**src/rtl/wr_resp_monitor.sv**
```systemverilog
// wr_resp_monitor: write-response (B channel) monitor for one HBM write-engine
// AXI port. Tracks outstanding writes from snooped AW handshakes, counts and
// classifies responses, measures the cycles a sample spends running, and aborts
// a sample when responses stop arriving for TIMEOUT_CYCLES cycles.
// Optional build macro WR_RESP_ID_CHECK_EN: when defined, a response whose BID
// differs from exp_id is also treated as an error.
module wr_resp_monitor #(
    parameter int ID_WIDTH       = 5,
    parameter int OUTST_WIDTH    = 16,
    parameter int TIMEOUT_CYCLES = 65536
) (
    input  logic                   clk,
    input  logic                   rst_n,
    input  logic                   start,
    input  logic [63:0]            num_mem_ops,
    input  logic                   aw_fire,
    input  logic                   m_axi_BVALID,
    input  logic                   m_axi_BREADY,
    input  logic [1:0]             m_axi_BRESP,
    input  logic [ID_WIDTH-1:0]    m_axi_BID,
    input  logic [ID_WIDTH-1:0]    exp_id,
    output logic                   busy,
    output logic                   done,
    output logic                   timeout,
    output logic [63:0]            resp_cnt,
    output logic [31:0]            err_cnt,
    output logic                   first_err_valid,
    output logic [1:0]             first_err_resp,
    output logic [ID_WIDTH-1:0]    first_err_id,
    output logic [OUTST_WIDTH-1:0] outst_cnt,
    output logic [OUTST_WIDTH-1:0] outst_max,
    output logic                   proto_err,
    output logic [63:0]            cycle_cnt
);

    typedef enum logic [1:0] {
        ST_IDLE,
        ST_RUN,
        ST_DONE
    } state_e;

    localparam logic [31:0]            TIMEOUT_LIM = 32'(TIMEOUT_CYCLES);
    localparam logic [OUTST_WIDTH-1:0] OUT_ONE     = OUTST_WIDTH'(1);

    state_e                 state_q, state_d;
    logic [63:0]            num_ops_q, num_ops_d;
    logic [63:0]            resp_cnt_q, resp_cnt_d;
    logic [31:0]            err_cnt_q, err_cnt_d;
    logic                   fe_valid_q, fe_valid_d;
    logic [1:0]             fe_resp_q, fe_resp_d;
    logic [ID_WIDTH-1:0]    fe_id_q, fe_id_d;
    logic [OUTST_WIDTH-1:0] outst_q, outst_d;
    logic [OUTST_WIDTH-1:0] outst_max_q, outst_max_d;
    logic                   proto_q, proto_d;
    logic                   timeout_q, timeout_d;
    logic [63:0]            cycle_q, cycle_d;
    // Cycles elapsed since the last response (or the start), counting that cycle.
    logic [31:0]            idle_q, idle_d;

    logic                   b_fire;
    logic                   resp_is_err;
    logic                   start_acc;
    logic                   track;
    logic [OUTST_WIDTH-1:0] out_base;
    logic [OUTST_WIDTH-1:0] max_base;

    assign b_fire    = m_axi_BVALID & m_axi_BREADY;
    assign start_acc = (state_q == ST_IDLE) && start;
    assign track     = (state_q == ST_RUN) || start_acc;
    assign out_base  = start_acc ? '0 : outst_q;
    assign max_base  = start_acc ? '0 : outst_max_q;

`ifdef WR_RESP_ID_CHECK_EN
    assign resp_is_err = (m_axi_BRESP != 2'b00) || (m_axi_BID != exp_id);
`else
    logic unused_exp_id;
    assign unused_exp_id = ^exp_id;
    assign resp_is_err   = (m_axi_BRESP != 2'b00);
`endif

    // State register and all sample counters, cleared asynchronously on reset.
    always_ff @(posedge clk or negedge rst_n) begin
        if (!rst_n) begin
            state_q     <= ST_IDLE;
            num_ops_q   <= '0;
            resp_cnt_q  <= '0;
            err_cnt_q   <= '0;
            fe_valid_q  <= 1'b0;
            fe_resp_q   <= '0;
            fe_id_q     <= '0;
            outst_q     <= '0;
            outst_max_q <= '0;
            proto_q     <= 1'b0;
            timeout_q   <= 1'b0;
            cycle_q     <= '0;
            idle_q      <= '0;
        end else begin
            state_q     <= state_d;
            num_ops_q   <= num_ops_d;
            resp_cnt_q  <= resp_cnt_d;
            err_cnt_q   <= err_cnt_d;
            fe_valid_q  <= fe_valid_d;
            fe_resp_q   <= fe_resp_d;
            fe_id_q     <= fe_id_d;
            outst_q     <= outst_d;
            outst_max_q <= outst_max_d;
            proto_q     <= proto_d;
            timeout_q   <= timeout_d;
            cycle_q     <= cycle_d;
            idle_q      <= idle_d;
        end
    end

    // Next-state logic: sample sequencing, response accounting and outstanding tracking.
    always_comb begin
        state_d     = state_q;
        num_ops_d   = num_ops_q;
        resp_cnt_d  = resp_cnt_q;
        err_cnt_d   = err_cnt_q;
        fe_valid_d  = fe_valid_q;
        fe_resp_d   = fe_resp_q;
        fe_id_d     = fe_id_q;
        outst_d     = outst_q;
        outst_max_d = outst_max_q;
        proto_d     = proto_q;
        timeout_d   = timeout_q;
        cycle_d     = cycle_q;
        idle_d      = idle_q;

        case (state_q)
            ST_IDLE: begin
                if (start) begin
                    num_ops_d  = num_mem_ops;
                    resp_cnt_d = '0;
                    err_cnt_d  = '0;
                    fe_valid_d = 1'b0;
                    fe_resp_d  = '0;
                    fe_id_d    = '0;
                    proto_d    = 1'b0;
                    timeout_d  = 1'b0;
                    cycle_d    = '0;
                    idle_d     = 32'd1;
                    state_d    = (num_mem_ops == 64'd0) ? ST_DONE : ST_RUN;
                end else if (b_fire) begin
                    proto_d = 1'b1;
                end
            end
            ST_RUN: begin
                cycle_d = cycle_q + 64'd1;
                if (b_fire) begin
                    resp_cnt_d = resp_cnt_q + 64'd1;
                    idle_d     = 32'd1;
                    if (resp_is_err) begin
                        if (err_cnt_q != '1) begin
                            err_cnt_d = err_cnt_q + 32'd1;
                        end
                        if (!fe_valid_q) begin
                            fe_valid_d = 1'b1;
                            fe_resp_d  = m_axi_BRESP;
                            fe_id_d    = m_axi_BID;
                        end
                    end
                    if ((resp_cnt_q + 64'd1) == num_ops_q) begin
                        state_d = ST_DONE;
                    end
                end else if (TIMEOUT_CYCLES != 0) begin
                    idle_d = idle_q + 32'd1;
                    if ((idle_q + 32'd1) >= TIMEOUT_LIM) begin
                        timeout_d = 1'b1;
                        state_d   = ST_DONE;
                    end
                end
            end
            ST_DONE: begin
                state_d = ST_IDLE;
                if (b_fire) begin
                    proto_d = 1'b1;
                end
            end
            default: begin
                state_d = ST_IDLE;
            end
        endcase

        // A start cycle tracks from a cleared counter so its AW handshake is not lost.
        if (track) begin
            outst_d = out_base;
            if (aw_fire && !b_fire) begin
                if (&out_base) begin
                    proto_d = 1'b1;
                end else begin
                    outst_d = out_base + OUT_ONE;
                end
            end else if (b_fire && !aw_fire) begin
                if (out_base == '0) begin
                    proto_d = 1'b1;
                end else begin
                    outst_d = out_base - OUT_ONE;
                end
            end
            outst_max_d = (outst_d > max_base) ? outst_d : max_base;
        end
    end

    assign busy            = (state_q == ST_RUN);
    assign done            = (state_q == ST_DONE);
    assign timeout         = timeout_q;
    assign resp_cnt        = resp_cnt_q;
    assign err_cnt         = err_cnt_q;
    assign first_err_valid = fe_valid_q;
    assign first_err_resp  = fe_resp_q;
    assign first_err_id    = fe_id_q;
    assign outst_cnt       = outst_q;
    assign outst_max       = outst_max_q;
    assign proto_err       = proto_q;
    assign cycle_cnt       = cycle_q;

endmodule
```
**config.mk**
```make
export PLATFORM = sky130hd
export DESIGN_NAME = wr_resp_monitor
export DESIGN_NICKNAME = d
export VERILOG_FILES = /design/src/rtl/wr_resp_monitor.sv
export SDC_FILE = /design/constraint.sdc
export NUM_CORES = 1
export LEC_CHECK = 0
export CORE_MARGIN = 5
export CORE_UTILIZATION = 58
export CTS_CLUSTER_SIZE = 10
export DETAILED_ROUTE_END_ITERATION = 8
export MAX_ROUTING_LAYER = met4
export PLACE_DENSITY = 0.85
export SLEW_MARGIN = 20
export SYNTH_ARGS = -nofsm -noshare
export SYNTH_HDL_FRONTEND = slang
export SYNTH_SLANG_ARGS = --single-unit
export TNS_END_PERCENT = 20
```
**constraint.sdc**
```tcl
create_clock -name clk -period 6.7 [get_ports clk]
set_input_delay 0.67 -clock clk [delete_from_list [all_inputs] [get_ports clk]]
set_output_delay 0.67 -clock clk [all_outputs]
set_load 0.1 [all_outputs]
```
==> results.toml, run 1 <==
[synthesis]
synth_area_um2 = 17850
synth_compound_area_share_pct = 16.23
syn_nets = 2248
synth_area_per_cell_um2 = 8.324
synthArstFlopShare_pct = 100.0
synth_xor_area_share_pct = 5.788
ys_warn_count = 0
ys_types = 90
synth_ff_type = "dfrtp_1"
synthSimpleGateAreaFrac_pct = 28.91
synthAdderAreaFrac_pct = 1.472
synth_top_family_by_area = "simple AND/OR/NAND/NOR gates"
synth_mux_area_share_pct = 1.850
synth_edf_count = 0
synthCells = 2145
synth_seq_cells = 300
ys_seq_area_share_pct = 42.05

[layout]
instances_no_fill = 2768
drive_gt1_share_pct = 4.490
multi_input_area_um2 = 9713
nets = 2459
regArea_um2 = 7507
area_delta_synth_final_pct = 22.42
final_common_cell = "nand2_1"
fillers = 2386
final_cell_mix = "nand2_1 (426), dfrtp_1 (300), clkdlybuf4s50_1 (279)"

[place]
io_buffer_count = 280
gp_congestion = 0.9754
dp_hpwl_um = 43720
post-place-ws_ns = 1.057
dp_cells = 2713

[die]
core_um2 = 30510
fp.dieW_um = 185.5
ioPinCount = 286
dieArea_um2 = 34390
std_cell_rows = 64
die_h_um = 185.5
start_util_pct = 58.52

[timing]
fin_ws_ns = 1.383
layout_worst_path_cycle_share_pct = 79.36
setup_viol = 0
finalHoldViolCount = 0
hold_ws_ns = 0.1593
slew_headroom_pct = 13.66
max_freq_ghz = 0.1881
maxSlewViolCount = 0
worst_slew_pin_slew_ns = 1.283
finalSetupTns_ns = 0
layout_min_cycle_time_ns = 5.317
fin_skew_ns = 0.01345
rsz0062_at_grt = "no"

[drt]
drtIter0Drc = 1654
via_per_inst = 6.506
first_pass_iters = 8
postRouteAntennaNets = 0
drc = 0
via_count = 18008
wl_per_cell_um = 22.12
wl_um = 61240

[worst_setup_path]
r2r_cells = 15
endpoint_kind = "register"
r2r_slack_ns = 1.58
cp_slowest_stage_delay_ns = 0.61
cp_max_fo = 40
critical-path-slowest-cell = "or3b_4"
r2r-end = "outst_max[2]"
crit_type = "primary input to register"
required_ns = 7.07
critPathLaunchType = "primary input"
path_cells = "clkdlybuf4s50_1 -> or3b_4 -> nand4_1 -> nor4_1 -> nor3_2 -> nor4b_2 -> o211ai_1 -> xor2_1 -> ha_1 -> a211o_1 -> a221oi_1 -> o21ai_0 -> o21ai_1 -> buf_4 -> nand2b_1 -> o22ai_1"
r2r_start = "state_q[0]"
arrival_ns = 5.69

[power]
max-vdd-ir-drop_mv = 0.5800
pwr_density_cell_nw_per_um2 = 397.4
p_leak_uw = 0.008992

[cts]
cts_tree = "built"
cts_buffers = 36
ctsHoldBuffers = 0
cts-resized-gates = 0
clkSinkCount = 300
clockBufferDepth = 3
clkLatencyLatePin_ns = 0.52
clock-root-buffer = "clkbuf_16"
htreeDepth = 2
cts.clk_slew.worst_paths_ns = 0.05
cts_setup_buffers = 0

[outcome]
run_status = "completed"

[grt]
grt_pass1_wl_um = 95730
grt_pass1_vias = 17320
antenna_found_initial = 9
track_usage_pct = 36.03
grt-ovfl-total = 0
grt_max_degree = 102

[flow_run]
maxCapViolCount = 0

[hold_path]
min-delay-path-class = "primary input to async pin"
[where the power goes]
part	total [uW]	internal [uW]	leakage, uW	switching, uW
clock network	1730	991	0.000482	743
logic	4230	1190	0.00452	3040
registers	2720	2220	0.00399	496
[worst max-delay path by stage]
| stage | start | endpoint | slack, ns | cells past startpoint |
|---|---|---|---|---|
| 2_1_floorplan | outst_cnt[4] | outst_max[11] | 1.90 | 18 |
| 3_3_place_gp | start | outst_max[11] | 1.10 | 18 |
| 3_5_place_dp | start | outst_max[4] | 1.06 | 18 |
| 4_1_cts | start | outst_max[0] | 1.54 | 16 |
| 5_1_grt | start | outst_max[14] | 1.08 | 16 |
| 6_report | start | outst_max[2] | 1.38 | 16 |
[synthesized netlist by cell type (3+ instances only)]
cell / instances / area share (%)
nand2_1: 426 / 9.0
dfrtp_1: 300 / 42
o21ai_0: 176 / 4.9
nor2_1: 135 / 2.8
nand3_1: 112 / 3.1
clkbuf_1: 94 / 2.0
a21oi_1: 84 / 2.4
nand4_1: 82 / 2.9
xnor2_1: 72 / 3.5
o31ai_1: 52 / 2.2
nor4_1: 50 / 1.8
xor2_1: 46 / 2.3
and3_1: 43 / 1.5
nor3_1: 42 / 1.2
a31oi_1: 39 / 1.4
inv_1: 33 / 0.69
o211ai_1: 29 / 1.2
and4_1: 25 / 1.2
and2_1: 24 / 0.84
mux2i_1: 24 / 1.3
buf_2: 21 / 0.59
ha_1: 21 / 1.5
or3_1: 20 / 0.70
o22ai_1: 15 / 0.53
buf_1: 12 / 0.25
or4_1: 11 / 0.46
nand2b_1: 9 / 0.32
a22o_1: 7 / 0.34
mux2_2: 7 / 0.44
nand4b_1: 7 / 0.34
o21a_1: 7 / 0.29
o41ai_1: 7 / 0.34
o21ai_1: 6 / 0.17
or2_2: 6 / 0.21
a211oi_1: 5 / 0.21
a21o_1: 5 / 0.21
nor3b_1: 5 / 0.21
nor4b_1: 5 / 0.25
a221oi_1: 4 / 0.20
buf_4: 4 / 0.17
nor2b_1: 4 / 0.14
nor3_2: 4 / 0.22
a211o_1: 3 / 0.15
a22oi_1: 3 / 0.13
nor4_2: 3 / 0.21
[stage by stage]
step	power, uW	area [um^2]	util, %
floorplan	5674	17850	-
global placement	6804	20820	68.25
detailed placement	6895	20820	68.25
CTS	8654	21800	71.45
global route	9088	21850	71.63
finish	8686	21860	71.65
[sequential cells by signal, summed over array words and instances, names as in the netlist, 5 cells and up]
register,count
cycle_cnt,64
resp_cnt,64
outst_max,16
err_cnt,32
first_err_id,5
idle_q,32
outst_cnt,16
num_ops_q,64
[area by class of cell]
type,count,share of cell area (%)
tap,396,2.267
multi-input combinational,1680,44.44
inverter,34,0.5839
antenna,11,0.1259
sequential,300,34.34
clock buffer,40,4.327
clock inverter,3,0.1374
timing repair buffer,304,13.78
[kinds of logic after synthesis]
kind of cell | count (synthesis)
buffers and inverters | 165
AO/OA/AOI/OAI | 473
adder cells (fa/ha/maj) | 21
XOR/XNOR | 118
AND/OR/NAND/NOR | 1036
multiplexers | 32
flip-flops | 300
[critical path: cells and delay by family]
kind	cells	cell delay (ns)
xor+xnor	1	0.15
buf+inv	2	0.67
compound gates	6	1.55
simple gates	6	2.26
fa+ha+maj	1	0.36
[routing by layer]
metal  vias up  wire [um]  track usage, %
li1       8186          -               -
met1      8667      23700           45.16
met2       928      28650           55.89
met3       227       4810           5.374
met4         0       4083           20.99
met5         -          0               -
(Power assumes the default switching activity.)
==> inputs of run 2 (changes only) <==
CORE_UTILIZATION = 50   (was 58)
PLACE_DENSITY = 0.78   (was 0.85)
clock period = 4.5 ns   (was 6.7 ns; I/O delays follow)
==> results.toml, run 2 (synthesized netlist as in run 1, its figures left out) <==
[drt]
via_count = 18125
wl_um = 63520
via_per_inst = 6.229
drtIter0Drc = 1671
wl_per_cell_um = 21.83
drc = 0
first_pass_iters = 5
postRouteAntennaNets = 0

[power]
p_sw_uw = 6535
p_sw_share_pct = 48.45
pwr-share-seq_pct = 30.0
max-vdd-ir-drop_mv = 0.8022
p_leak_uw = 0.009384
pwr_density_cell_nw_per_um2 = 596.3
clkPwrFrac_pct = 20.6
power_uw = 13490
comb_power_share_pct = 49.4
internal_power_uw = 6953

[worst_setup_path]
required_ns = 4.95
critical-path-slowest-cell = "or3b_4"
critPathLaunchType = "register"
cp_max_fo = 10
crit_top_cell = "nand2_1"
crit_type = "register to register"
cp_slowest_stage_delay_ns = 0.50
endpoint_kind = "register"
path_cells = "or3b_4 -> nand2_1 -> ha_1 -> nand2_1 -> or4_1 -> nor3_1 -> o21ai_0 -> o31ai_1 -> a21oi_1 -> ha_1 -> nand2_1 -> nor2_1 -> nand3_1 -> nor3_2 -> a21oi_1 -> o21ai_2 -> nor2_1 -> buf_4 -> o22ai_1"
arrival_ns = 4.68

[grt]
antenna_found_initial = 3
grt-ovfl-total = 0
grt_pass1_wl_um = 99240
grt_max_degree = 113
grt_pass1_vias = 17675
track_usage_pct = 32.41

[die]
start_util_pct = 50.44
fp.dieW_um = 199.0
core_um2 = 35400
dieArea_um2 = 39590
std_cell_rows = 69
ioPinCount = 286
die_h_um = 199.0

[timing]
finalHoldViolCount = 23
rsz0062_at_grt = "no"
layout_min_cycle_time_ns = 4.238
slew_headroom_pct = 23.55
fin_skew_ns = 0.01629
fin_ws_ns = 0.2623
setup_viol = 0
hold_ws_ns = -0.02553
maxSlewViolCount = 0
max_freq_ghz = 0.2360
layout_worst_path_cycle_share_pct = 94.17
worst_slew_pin_slew_ns = 1.143

[layout]
multi_input_area_um2 = 9746
final_cell_mix = "nand2_1 (426), dfrtp_1 (290), clkdlybuf4s50_1 (278)"
area_delta_synth_final_pct = 26.69
drive_gt1_share_pct = 8.013
utilization_pct = 63.90
final_common_cell = "nand2_1"
regArea_um2 = 7530
nets = 2530
fillers = 2976

[cts]
htreeDepth = 2
clock-root-buffer = "clkbuf_16"
cts_setup_buffers = 0
cts_tree = "built"
cts_buffers = 37
clockBufferDepth = 3
cts.clk_slew.worst_paths_ns = 0.07
clkSinkCount = 300
clkLatencyLatePin_ns = 0.54

[place]
post-place-ws_ns = -0.2265
dp_hpwl_um = 46360
io_buffer_count = 280
gp_congestion = 1.002

[outcome]
violations = "negative hold slack"
run_status = "complete, but fails checks"

[hold_path]
min-delay-path-class = "primary input to async pin"

[flow_run]
maxCapViolCount = 0
## run 2: changes by cell type in the layout (fill, tap and decap cells not counted), moves of 2 or more
cell,change
dfrtp_1,-10
dfrtp_4,+4
clkbuf_1,+12
nor3_1,-2
buf_4,+70
diode_2,-8
nor3_2,+2
buf_12,+3
dfrtp_2,+6
## run 2: worst paths after layout
kind / from / endpoint / slack, ns / depth (start not counted)
worst max-delay path: state_q[0] / outst_max[5] / 0.26 / 19
worst min register to register: first_err_id[1] / first_err_id[1] / 0.48 / 2
max in group asynchronous: rst_n / outst_cnt[4] / 3.41 / 2
worst max register to register: state_q[0] / outst_max[5] / 0.26 / 19
min in group clk: m_axi_BID[1] / first_err_id[1] / 0.46 / 3
worst min-delay path: rst_n / num_ops_q[22] / -0.03 / 1
## run 2: worst max-delay path: cells and delay by family, from the launching register on
family | cells | cell delay [ns]
DFF | 1 | 0.47
adders and majority gates | 2 | 0.60
and+or+nand+nor | 10 | 2.11
AOI/OAI and AO/OA | 6 | 0.74
buffers and inverters | 1 | 0.23
## run 2: repair_timing
item	in CTS	in global routing
setup endpoints to repair	0	14
resized for setup	0	4
hold endpoints to repair	0	0
hold buffers	0	0
## run 2: final cells by class
| cell class | count | share of cell area [%] |
|---|---|---|
| multi-input cells | 1680 | 43.09 |
| flip-flops and latches | 300 | 33.29 |
| repair buffers | 374 | 15.69 |
| clock buffers | 52 | 4.431 |
| well taps | 461 | 2.550 |
| inverters | 34 | 0.5642 |
| clock inverters | 6 | 0.3596 |
| diodes | 3 | 0.03319 |
## run 2: metrics by stage
step | setup TNS [ns] | cell area, um^2 | cells
6_report | 0 | 22620 | 2910
5_1_grt | 0 | 22620 | 2910
4_1_cts | 0 | 22590 | 2907
3_5_place_dp | -2.803 | 21510 | 2849
3_3_place_gp | -1.127 | 21510 | 2849
2_1_floorplan | 0 | 17890 | 2145
## run 2: power groups by stage
stage | logic, uW | clock network [uW] | registers, uW
after floorplan | 2490 | 0 | 5980
after global placement | 6460 | 0 | 4050
after detailed placement | 6560 | 0 | 4070
after CTS | 6600 | 2820 | 4030
after global routing | 7060 | 2930 | 4130
final | 6660 | 2780 | 4050
## run 2: layer usage
metal	GRT usage (%)	part of all wire [%]	vias to the layer above
met2	51.87	47	825
met1	40.94	40	8777
met3	5.539	7.8	190
li1	-	-	8333
met5	-	0	-
met4	13.70	5.0	0
==> inputs of run 3 (changes only) <==
==> constraint.sdc (replaced) <==
create_clock -name clk -period 4.5 [get_ports clk]
set_input_delay 0.45 -clock clk [delete_from_list [all_inputs] [get_ports clk]]
set_output_delay 0.45 -clock clk [all_outputs]
set_load 0.005 [all_outputs]
==> results.toml, run 3 (synthesized netlist as in run 1, its figures left out) <==
[cts]
cts_buffers = 38
htreeDepth = 2
clockBufferDepth = 3
clkLatencyLatePin_ns = 0.56
clkSinkCount = 300
cts_tree = "built"
cts.clk_slew.worst_paths_ns = 0.06
clock-root-buffer = "clkbuf_16"

[power]
pwr_density_cell_nw_per_um2 = 504.9
max-vdd-ir-drop_mv = 0.5699
p_leak_uw = 0.009551
power_uw = 11530

[grt]
grt_pass1_wl_um = 101500
antenna_found_initial = 1
grt_max_degree = 112
grt_pass1_vias = 17756
grt-ovfl-total = 0
track_usage_pct = 33.36

[layout]
nets = 2554
final_common_cell = "nand2_1"
drive_gt1_share_pct = 8.590
instances_no_fill = 2932
utilization_pct = 64.53
area_delta_synth_final_pct = 27.93
final_cell_mix = "nand2_1 (426), dfrtp_1 (298), clkdlybuf4s50_1 (279)"

[die]
start_util_pct = 50.44
dieArea_um2 = 39590
ioPinCount = 286
fp.dieW_um = 199.0
std_cell_rows = 69
core_um2 = 35400
die_h_um = 199.0

[timing]
layout_min_cycle_time_ns = 4.255
max_freq_ghz = 0.2350
maxSlewViolCount = 0
slew_headroom_pct = 28.59
worst_slew_pin_slew_ns = 1.062
hold_ws_ns = 0.4477
setup_viol = 0
finalSetupTns_ns = 0
layout_worst_path_cycle_share_pct = 94.56
fin_skew_ns = 0.01731
finalHoldViolCount = 0

[worst_setup_path]
critPathLaunchType = "register"
worstSetupStartpoint = "outst_cnt[3]"
r2r_cells = 19
required_ns = 4.92
endpoint_kind = "register"
arrival_ns = 4.68
cp_max_fo = 11
crit_type = "register to register"
r2r_start = "outst_cnt[3]"

[hold_path]
min_from = "num_mem_ops[8]"
hold_depth = 3
min-delay-path-class = "primary input to register"

[drt]
wl_um = 65200
via_per_inst = 6.250
first_pass_iters = 7
drc = 0
via_count = 18326
drtIter0Drc = 1570
wl_per_cell_um = 22.24
postRouteAntennaNets = 0

[place]
dp_cells = 2868
io_buffer_count = 280
dp_hpwl_um = 47520
gp_congestion = 0.9795

[flow_run]
maxCapViolCount = 0

[outcome]
run_status = "completed"
## run 3: changes by cell type in the layout (fill, tap and decap cells not counted), sizes merged
cell,before,now
clkinv,5,6
clkbuf,52,51
clkdlybuf4s50,278,279
inv,34,33
dlygate4sd3,0,1
buf,96,117
## run 3: stage by stage
stage                     setup WS [ns]  area [um^2]
after floorplan                0.003547        17850
after global placement          -0.2327        21630
after detailed placement        -0.3232        21630
after CTS                        0.1091        22790
after global routing           -0.02522        22840
final                            0.2449        22840
## run 3: final timing paths
check                                       end  slack (ns)
worst min-delay path               num_ops_q[8]        0.45
min in group asynchronous         num_ops_q[21]        0.54
worst max register to register     outst_max[0]        0.24
worst max-delay path               outst_max[0]        0.24
worst min register to register  first_err_id[2]        0.47
max in group asynchronous          outst_cnt[4]        2.83
## run 3: layout make-up
| type | instances | area [um^2] |
|---|---|---|
| Clock inverter | 6 | 77.57 |
| Antenna cell | 3 | 7.507 |
| Inverter | 34 | 127.6 |
| Multi-Input combinational cell | 1680 | 9733 |
| Clock buffer | 51 | 1071 |
| Sequential cell | 300 | 7510 |
| Tap cell | 461 | 576.8 |
| Fill cell | 3015 | 12550 |
| Timing Repair Buffer | 397 | 3739 |
## run 3: what timing repair did
action	CTS	global route
endpoints found under the setup margin	10	15
hold buffers	1	0
hold endpoints to repair	94	0
gates cloned	0	0
gates resized for setup	1	5
buffers inserted	0	3
pin swaps	0	1
## run 3: worst max-delay path, cell delays in order (launching register included)
cell	delay, ns
dfrtp_1	0.46
or2_2	0.38
nand4b_1	0.22
o31ai_2	0.30
a211oi_1	0.11
buf_4	0.17
o21a_1	0.12
a31oi_1	0.23
mux2_2	0.37
nand2_1	0.07
ha_1	0.25
a21o_1	0.18
a21o_1	0.16
a21oi_1	0.14
o21ai_0	0.13
o21ai_2	0.28
buf_4	0.16
nand2b_1	0.15
buf_12	0.14
o21ai_0	0.08
## run 3: layer usage
metal / share of wire, % / track usage, % / up-vias
li1: - / - / 8394
met1: 40 / 42.41 / 8938
met2: 48 / 53.30 / 818
met3: 7.1 / 5.234 / 176
met4: 5.1 / 14.44 / 0
met5: 0 / - / -
## run 3: report_power, final
| group | switching (uW) | internal, uW |
|---|---|---|
| Sequential | 686 | 3310 |
| Combinational | 2520 | 2110 |
| Clock | 1190 | 1710 |
